**src/rtl/hazard_unit_pkg.sv**
```systemverilog
// hazard_unit_pkg: opcodes, shadow-stage types and operand decode helpers
package hazard_unit_pkg;
    localparam logic [6:0] OP_LOAD   = 7'b0000011;
    localparam logic [6:0] OP_STORE  = 7'b0100011;
    localparam logic [6:0] OP_RTYPE  = 7'b0110011;
    localparam logic [6:0] OP_BRANCH = 7'b1100011;
    localparam logic [6:0] OP_IALU   = 7'b0010011;
    localparam logic [4:0] REG_X0    = 5'd0;

    typedef struct packed {
        logic       valid;
        logic [4:0] rd;
        logic       regwrite;
        logic       memread;
    } ex_stage_t;

    typedef struct packed {
        logic       valid;
        logic [4:0] rd;
        logic       regwrite;
    } mem_stage_t;

    function automatic logic reads_rs2(input logic [6:0] op);
        return op == OP_RTYPE || op == OP_STORE || op == OP_BRANCH;
    endfunction

    function automatic logic reads_rs1(input logic [6:0] op);
        return reads_rs2(op) || op == OP_LOAD || op == OP_IALU;
    endfunction

    function automatic logic writes_rd(input logic [6:0] op);
        return op == OP_LOAD || op == OP_RTYPE || op == OP_IALU;
    endfunction

    function automatic logic src_hit(input logic use1, input logic [4:0] rs1,
                                     input logic use2, input logic [4:0] rs2,
                                     input logic [4:0] rd);
        return rd != REG_X0 && ((use1 && rs1 == rd) || (use2 && rs2 == rd));
    endfunction
endpackage

```
**src/rtl/hazard_unit_if.sv**
```systemverilog
// hazard_unit_if: ID-stage operands in, stall/flush controls and counters out
interface hazard_unit_if #(parameter int CNT_W = 16);
    logic             id_valid;
    logic [6:0]       id_opcode;
    logic [4:0]       id_rs1;
    logic [4:0]       id_rs2;
    logic [4:0]       id_rd;
    logic             ex_branch_taken;
    logic             stall;
    logic             pc_write;
    logic             ifid_write;
    logic             ifid_flush;
    logic             idex_flush;
    logic [CNT_W-1:0] stall_cnt;
    logic [CNT_W-1:0] flush_cnt;

    modport master (
        output id_valid, id_opcode, id_rs1, id_rs2, id_rd, ex_branch_taken,
        input  stall, pc_write, ifid_write, ifid_flush, idex_flush, stall_cnt, flush_cnt
    );

    modport slave (
        input  id_valid, id_opcode, id_rs1, id_rs2, id_rd, ex_branch_taken,
        output stall, pc_write, ifid_write, ifid_flush, idex_flush, stall_cnt, flush_cnt
    );
endinterface

```
**src/rtl/hazard_sat_counter.sv**
```systemverilog
// hazard_sat_counter: enabled up-counter that holds at all-ones
module hazard_sat_counter #(
    parameter int W = 16
) (
    input  logic         clk,
    input  logic         rst,
    input  logic         en,
    output logic [W-1:0] q
);
    always_ff @(posedge clk) begin
        if (rst) q <= '0;
        else if (en && q != '1) q <= q + 1'b1;
    end
endmodule

```
**src/rtl/hazard_unit.sv**
```systemverilog
// hazard_unit: stall/flush control driven by a shadow EX/MEM destination pipeline
module hazard_unit
    import hazard_unit_pkg::*;
#(
    parameter bit FORWARDING = 1'b1,
    parameter int CNT_W      = 16
) (
    input logic          clk,
    input logic          rst,
    hazard_unit_if.slave hu
);
    ex_stage_t  s_ex;
    ex_stage_t  id_dec;
    mem_stage_t s_mem;
    logic use1, use2, load_use, raw, hz, br, hold;

    always_comb begin
        use1     = reads_rs1(hu.id_opcode) && hu.id_rs1 != REG_X0;
        use2     = reads_rs2(hu.id_opcode) && hu.id_rs2 != REG_X0;
        id_dec   = '{valid: 1'b1, rd: hu.id_rd, regwrite: writes_rd(hu.id_opcode),
                     memread: hu.id_opcode == OP_LOAD};
        load_use = s_ex.valid && s_ex.memread && src_hit(use1, hu.id_rs1, use2, hu.id_rs2, s_ex.rd);
        raw      = (s_ex.valid && s_ex.regwrite && src_hit(use1, hu.id_rs1, use2, hu.id_rs2, s_ex.rd)) ||
                   (s_mem.valid && s_mem.regwrite && src_hit(use1, hu.id_rs1, use2, hu.id_rs2, s_mem.rd));
        hz       = hu.id_valid && (FORWARDING ? load_use : raw);
        br       = hu.ex_branch_taken && !rst;
        hold     = hz && !br && !rst;
    end

    assign hu.stall      = hold;
    assign hu.pc_write   = !hold;
    assign hu.ifid_write = !hold;
    assign hu.ifid_flush = br;
    assign hu.idex_flush = br;

    // A bubble enters the shadow EX stage whenever ID/EX is stalled or flushed
    always_ff @(posedge clk) begin
        if (rst) begin
            s_ex  <= '0;
            s_mem <= '0;
        end else begin
            s_mem <= '{valid: s_ex.valid, rd: s_ex.rd, regwrite: s_ex.regwrite};
            s_ex  <= (hold || br || !hu.id_valid) ? '0 : id_dec;
        end
    end

    hazard_sat_counter #(.W(CNT_W)) u_stall_cnt (
        .clk (clk),
        .rst (rst),
        .en  (hold),
        .q   (hu.stall_cnt)
    );

    hazard_sat_counter #(.W(CNT_W)) u_flush_cnt (
        .clk (clk),
        .rst (rst),
        .en  (hu.ex_branch_taken),
        .q   (hu.flush_cnt)
    );
endmodule

```
**src/flat_wrapper.sv**
```systemverilog
// flat-port wrapper written by rule: the top's interface ports become plain ports
module hazard_unit_flat import hazard_unit_pkg::*;
#(
    parameter bit FORWARDING = 1'b1,
    parameter int CNT_W      = 16
)
  (clk, rst, hu_id_valid, hu_id_opcode, hu_id_rs1, hu_id_rs2, hu_id_rd, hu_ex_branch_taken, hu_stall, hu_pc_write, hu_ifid_write, hu_ifid_flush, hu_idex_flush, hu_stall_cnt, hu_flush_cnt);
  hazard_unit_if #(.CNT_W(CNT_W)) hu_i ();
  input logic clk;
  input logic rst;
  input wire logic [$bits(hu_i.id_valid)-1:0] hu_id_valid;
  input wire logic [$bits(hu_i.id_opcode)-1:0] hu_id_opcode;
  input wire logic [$bits(hu_i.id_rs1)-1:0] hu_id_rs1;
  input wire logic [$bits(hu_i.id_rs2)-1:0] hu_id_rs2;
  input wire logic [$bits(hu_i.id_rd)-1:0] hu_id_rd;
  input wire logic [$bits(hu_i.ex_branch_taken)-1:0] hu_ex_branch_taken;
  output wire logic [$bits(hu_i.stall)-1:0] hu_stall;
  output wire logic [$bits(hu_i.pc_write)-1:0] hu_pc_write;
  output wire logic [$bits(hu_i.ifid_write)-1:0] hu_ifid_write;
  output wire logic [$bits(hu_i.ifid_flush)-1:0] hu_ifid_flush;
  output wire logic [$bits(hu_i.idex_flush)-1:0] hu_idex_flush;
  output wire logic [$bits(hu_i.stall_cnt)-1:0] hu_stall_cnt;
  output wire logic [$bits(hu_i.flush_cnt)-1:0] hu_flush_cnt;
  assign hu_i.id_valid = hu_id_valid;
  assign hu_i.id_opcode = hu_id_opcode;
  assign hu_i.id_rs1 = hu_id_rs1;
  assign hu_i.id_rs2 = hu_id_rs2;
  assign hu_i.id_rd = hu_id_rd;
  assign hu_i.ex_branch_taken = hu_ex_branch_taken;
  assign hu_stall = hu_i.stall;
  assign hu_pc_write = hu_i.pc_write;
  assign hu_ifid_write = hu_i.ifid_write;
  assign hu_ifid_flush = hu_i.ifid_flush;
  assign hu_idex_flush = hu_i.idex_flush;
  assign hu_stall_cnt = hu_i.stall_cnt;
  assign hu_flush_cnt = hu_i.flush_cnt;
  hazard_unit #(.FORWARDING(FORWARDING), .CNT_W(CNT_W)) u_core (.clk(clk), .rst(rst), .hu(hu_i));
endmodule
```
**config.mk**
```make
export PLATFORM = sky130hd
export DESIGN_NAME = hazard_unit_flat
export DESIGN_NICKNAME = d
export VERILOG_FILES = /design/src/rtl/hazard_unit_pkg.sv /design/src/rtl/hazard_unit_if.sv /design/src/rtl/hazard_sat_counter.sv /design/src/rtl/hazard_unit.sv /design/src/flat_wrapper.sv
export SDC_FILE = /design/constraint.sdc
export NUM_CORES = 1
export LEC_CHECK = 0
export ABC_AREA = 1
export CORE_MARGIN = 3
export CORE_UTILIZATION = 44
export CTS_CLUSTER_DIAMETER = 50
export CTS_CLUSTER_SIZE = 25
export DETAILED_ROUTE_END_ITERATION = 6
export HOLD_SLACK_MARGIN = 0.03
export PLACE_DENSITY_LB_ADDON = 0.08
export SETUP_SLACK_MARGIN = 0.3
export SLEW_MARGIN = 20
export SYNTH_ARGS = -nofsm -noshare
export SYNTH_HDL_FRONTEND = slang
export SYNTH_HIERARCHICAL = 1
export SYNTH_SLANG_ARGS = --single-unit
```
**constraint.sdc**
```tcl
create_clock -name clk -period 1.79 [get_ports clk]
set_input_delay 0.358 -clock clk [delete_from_list [all_inputs] [get_ports clk]]
set_output_delay 0.358 -clock clk [all_outputs]
set_load 0.01 [all_outputs]
```
# After elaboration in Yosys (flattened, before gate mapping)
# Cells that the tools add are included.
[word_totals]
output_inout_bits = 37
ram_bits = 0
reg_bits = 39
romBits = 0
inputBits = 26
n_memories = 0
latchBits = 0
[op_classes]
shift = 0
eq_ne = 9
n_div = 0
n_bitwise = 0
n_mux = 1
add_sub_neg = 2
n_reduce_logical = 30
n_lt_le_gt_ge = 0
mul = 0
[ops]
columns = ["operator", "n"]
rows = [
  ["adder 16 x 1 -> 16 bit (second input constant)", 2],
  ["!= test 16 bit (second input constant)", 2],
  ["nonzero test 5 bit", 3],
  ["== test 7 x 6 -> 1 bit (second input constant)", 2],
  ["logical AND 1 bit", 13],
  ["== test 5 bit", 2],
  ["logical OR 1 bit", 9],
  ["2-to-1 mux 8 bit", 1],
  ["== test 7 x 2 -> 1 bit (second input constant)", 1],
  ["== test 7 x 5 -> 1 bit (second input constant)", 1],
  ["== test 7 bit (second input constant)", 1],
  ["logical NOT 1 bit", 4],
  ["OR reduction 2 bit", 1],
]

# Logic depth before layout (Yosys ltp)
[logic_depth]
ltp_word = 16
mapped_depth = 18
depth_no_buf = 17

# By module
# Netlist, hierarchy kept.
[modules_own_cells]
columns = ["module", "area_per_inst_um2", "cells_each", "n_inst"]
rows = [
  ["hazard_sat_counter", 929.6, 149, 2],
  ["hazard_unit", 514.2, 90, 1],
]

# Least setup slack after synthesis
# No wires, ideal clock.
[synth_path]
path_kind = "input to register"
startpoint = "input hu_ex_branch_taken"
endpoint = "register u_core.u_stall_cnt.q[13]"
t_arrival_ns = 1.848
setup_time_ns = 0.115
slack_ns = -0.173
n_path_buf = 1
stages = 12
cell_sequence = "nor2_1 > nand2_1 > nor4_2 > nand2_2 > inv_1 > buf_2 > nand3_1 > or2_0 > nor2_1 > nand3_1 > nand2_1 > nor2_1"
[synth_via]
elab_chain_cells = 5
[synth_lines]
columns = ["element", "line_no", "rtl"]
rows = [
  ["start, declared", "flat_wrapper.sv:16", "input wire logic [$bits(hu_i.ex_branch_taken)-1:0] hu_ex_branch_taken;"],
  ["logical AND 1 bit", "hazard_unit.sv:26", "br = hu.ex_branch_taken && !rst;"],
  ["logical NOT 1 bit", "hazard_unit.sv:27", "hold = hz && !br && !rst;"],
  ["logical AND 1 bit (2 in series)", "hazard_unit.sv:27", ""],
  ["via hu_stall", "flat_wrapper.sv:17", "output wire logic [$bits(hu_i.stall)-1:0] hu_stall;"],
  ["logical AND 1 bit", "hazard_sat_counter.sv:12", "else if (en && q != '1) q <= q + 1'b1;"],
  ["end signal, assigned", "hazard_sat_counter.sv:12", ""],
  ["end, declared", "hazard_sat_counter.sv:8", "output logic [W-1:0] q"],
]
# The timed path passes the listed nets, and every way through them passes these cells.
# A chain may end at the register's enable or synchronous reset.

# Final worst setup path
[layout_path]
startpoint = "input rst"
endpoint = "output hu_pc_write"
[layout_via]
elab_chain_cells = 6
[layout_lines]
columns = ["element", "line_no", "rtl"]
rows = [
  ["start, declared", "flat_wrapper.sv:10", "input logic rst;"],
  ["logical NOT 1 bit (*)", "hazard_unit.sv:26, hazard_unit.sv:27", ""],
  ["logical AND 1 bit", "hazard_unit.sv:26", ""],
  ["logical NOT 1 bit", "hazard_unit.sv:27", ""],
  ["logical AND 1 bit", "hazard_unit.sv:27", ""],
  ["logical AND 1 bit (*)", "hazard_unit.sv:27", ""],
  ["logical NOT 1 bit (*)", "hazard_unit.sv:31", "assign hu.pc_write = !hold;"],
  ["end, declared", "flat_wrapper.sv:18", "output wire logic [$bits(hu_i.pc_write)-1:0] hu_pc_write;"],
]
# Every way passes the cells marked *; elsewhere a longest branch is shown, timed or not.

==> impl_metrics.toml <==
[status]
status = "finished with violations"
violations = "negative setup slack"

[floorplanning]
die_w_um = 79.4
start_util = 0.459
core_area_um2 = 5170
chipHeight_um = 79.4
io_pins = 63
rows = 26
die_area_um2 = 6310

[worst_setup_path]
cp_max_fo = 4
crit_chain = "dlygate4sd2_1, nor2_4, nand2_2, nor4_2, nand2_4, buf_4, buf_6"
cp_num_buf_inv = 3
worst-r2r-setup-slack_ns = -0.03
worstPathRequired_ns = 1.43
crit_type = "in2out"
start_kind = "input port"
cp_slowest_stage_delay_ns = 0.37
slowest_stage = "nor4_2"
crit_family = "simple AND/OR/NAND/NOR gates"
end_kind = "output pin"
cp.arrival_ns = 1.55

[sta]
tightest_slew_ns = 0.394
rsz0062_at_grt = "yes"
fmax_mhz = 525
hold_violations = 0
slew_headroom = 0.735
fin_ws_ns = -0.116
fin_crit_sh = 1.07
drv_slew = 0
skew_ns = 0.00905
min_period_ns = 1.91
hold_ws_ns = 0.498
finalSetupViolations = 15

[clocking]
cts.hold.buffers_added = 0
cts_num_sinks = 39
cts_tree = "done"
cts.clk_slew.worst_paths_ns = 0.08
clkLatencyLatePin_ns = 0.29
cts_buffers = 5
root_buffer = "clkbuf_8"
clk_path_buf_depth = 2
htree_num_levels = 2

[synthesis]
synth_most_common_cell = "nand2_1"
synth-edff-count = 0
netlist_top_cells_area = "dfxtp_1 (33%), nand2_1 (18%), nor2_1 (14%)"
synth.distinct_cells = 22
syn_nets = 416
synth_top_area_share = 0.329
synth_common_cells = "nand2_1 (116), nor2_1 (90), inv_1 (40), dfxtp_1 (39), nand3_1 (27)"
synth_seq_cells = 39
ys_async_sr_fraction = 0
netlist_area_um2 = 2370
synth-warning-count = 6
synth_flop_cell = "dfxtp_1"
syn_inst = 388
yosys.area.top_type = "dfxtp_1"
ys_seq_area_frac = 0.329
syn_avg_cell_area_um2 = 6.12

[routing]
via_per_inst = 4.69
dr.pass1.iters = 4
post_drt_wl_per_cell_um = 11.2
top_layer = "met4"
wirelength_um = 6150
drt-initial-drc-count = 96
postRouteAntennaNets = 0
vias = 2583
dr_wl_met2_um = 2770
drt-met1-wl_um = 2940
wl_met3_um = 383
drc_errors = 0

[power_and_ir_drop]
peakVddDrop_v = 0.000325
power.density_nw_per_um2 = 471
p_leak_nw = 1.68

[placement]
dp_cells = 528
dp_hpwl_um = 4360
gp_congestion = 0.868
port_buffers = 62

[finish]
antenna_cells = 0
final_cells = 551
drive_gt1_frac = 0.274
nets = 508
area_growth_pct = 47.7

[global_routing]
grt_pass1_wl_um = 10300
grt_max_degree = 17
grt_usage = 0.202
gr-total-overflow = 0
grt_pass1_vias = 2339
antenna_found_initial = 0

[run]
max_cap_viol_count = 0

[min_path]
hp-class = "in2reg"
[sequential cells by signal, indices dropped and copies added, names as in the netlist]
signal,count
u_core/u_flush_cnt/q,16
u_core/s_ex,7
u_core/u_stall_cnt/q,16
[repair_timing]
action / in CTS / in global routing
endpoints found under the setup margin: 66 / 43
setup buffers: 12 / 3
gates cloned: 0 / 0
gates resized for setup: 130 / 30
pin swaps: 25 / 15
[per-layer routing]
layer	global-route usage	vias up
li1	-	1377
met1	0.272	1126
met2	0.323	76
met3	0.0451	4
met4	0.0567	0
met5	0	-
[kinds of logic (layout without fill, tap and decap cells)]
kind of cell             count (synthesis)  count (layout)  synth area share
adder cells (fa/ha/maj)                  2               2            0.0105
flip-flops                              39              39             0.329
XOR/XNOR                                 5               5            0.0184
AO/OA/AOI/OAI                           16              16            0.0337
AND/OR/NAND/NOR                        279             279             0.527
buffers and inverters                   47             140            0.0817
[path summary, 6_finish.rpt]
path,cells after the start,endpoint,startpoint
worst max register to register,13,u_core/u_stall_cnt/q[13],u_core/s_ex[4]
worst max-delay path,7,hu_pc_write,rst
worst min register to register,2,u_core/u_stall_cnt/q[0],u_core/u_stall_cnt/q[0]
worst min-delay path,4,u_core/s_ex[0],hu_id_opcode[5]
[worst min-delay path: stages]
cell and delay (ns):
dlygate4sd2_1 0.22, nor3_1 0.07, nand2_1 0.07, nor2_1 0.03
[area by class of cell]
class	count	area, µm²
Fill cell	483	1670
Multi-Input combinational cell	302	1550
Timing Repair Buffer	91	817
Sequential cell	39	816
Inverter	41	156
Tap cell	70	87.6
Clock buffer	7	76.3
Clock inverter	1	5.00
[cell usage in the layout (no fill, tap or decap), types with 2 or more instances in the layout]
master / Yosys / routed
nand2_1: 116 / 111
nor2_1: 90 / 83
dlygate4sd2_1: 0 / 46
inv_1: 40 / 34
dfxtp_2: 0 / 25
nand3_1: 27 / 20
nor2_2: 21 / 19
buf_4: 2 / 16
buf_6: 0 / 14
a21oi_1: 15 / 14
nor2_4: 4 / 13
dfxtp_1: 39 / 13
nand2_2: 5 / 8
inv_2: 1 / 6
nand3_2: 0 / 6
nand4_1: 6 / 6
clkbuf_8: 0 / 5
clkdlybuf4s50_1: 0 / 5
buf_2: 2 / 5
xnor2_1: 5 / 5
clkdlybuf4s15_1: 0 / 3
nor3_1: 4 / 3
nand2_4: 1 / 3
clkbuf_1: 0 / 2
nor2_8: 2 / 2
or2_0: 2 / 2
[through the flow]
step	area, µm²	power (mW)	setup WS, ns	TNS (ns)	utilization
floorplan	2390	0.990	-0.0879	-0.0948	-
global placement	3170	1.09	-0.545	-8.72	0.614
detailed placement	3170	1.09	-0.602	-9.75	0.614
CTS	3390	1.67	-0.000375	-0.000675	0.655
global route	3510	1.74	-0.220	-2.54	0.678
finish	3510	1.65	-0.116	-0.719	0.678
[power by group]
part	leakage [nW]	total [mW]	internal, mW	switching, mW
logic	1.31	0.197	0.104	0.0931
clock network	0.0422	0.569	0.274	0.295
registers	0.328	0.885	0.876	0.00945
Note: power is estimated with default switching activity, not from simulation.
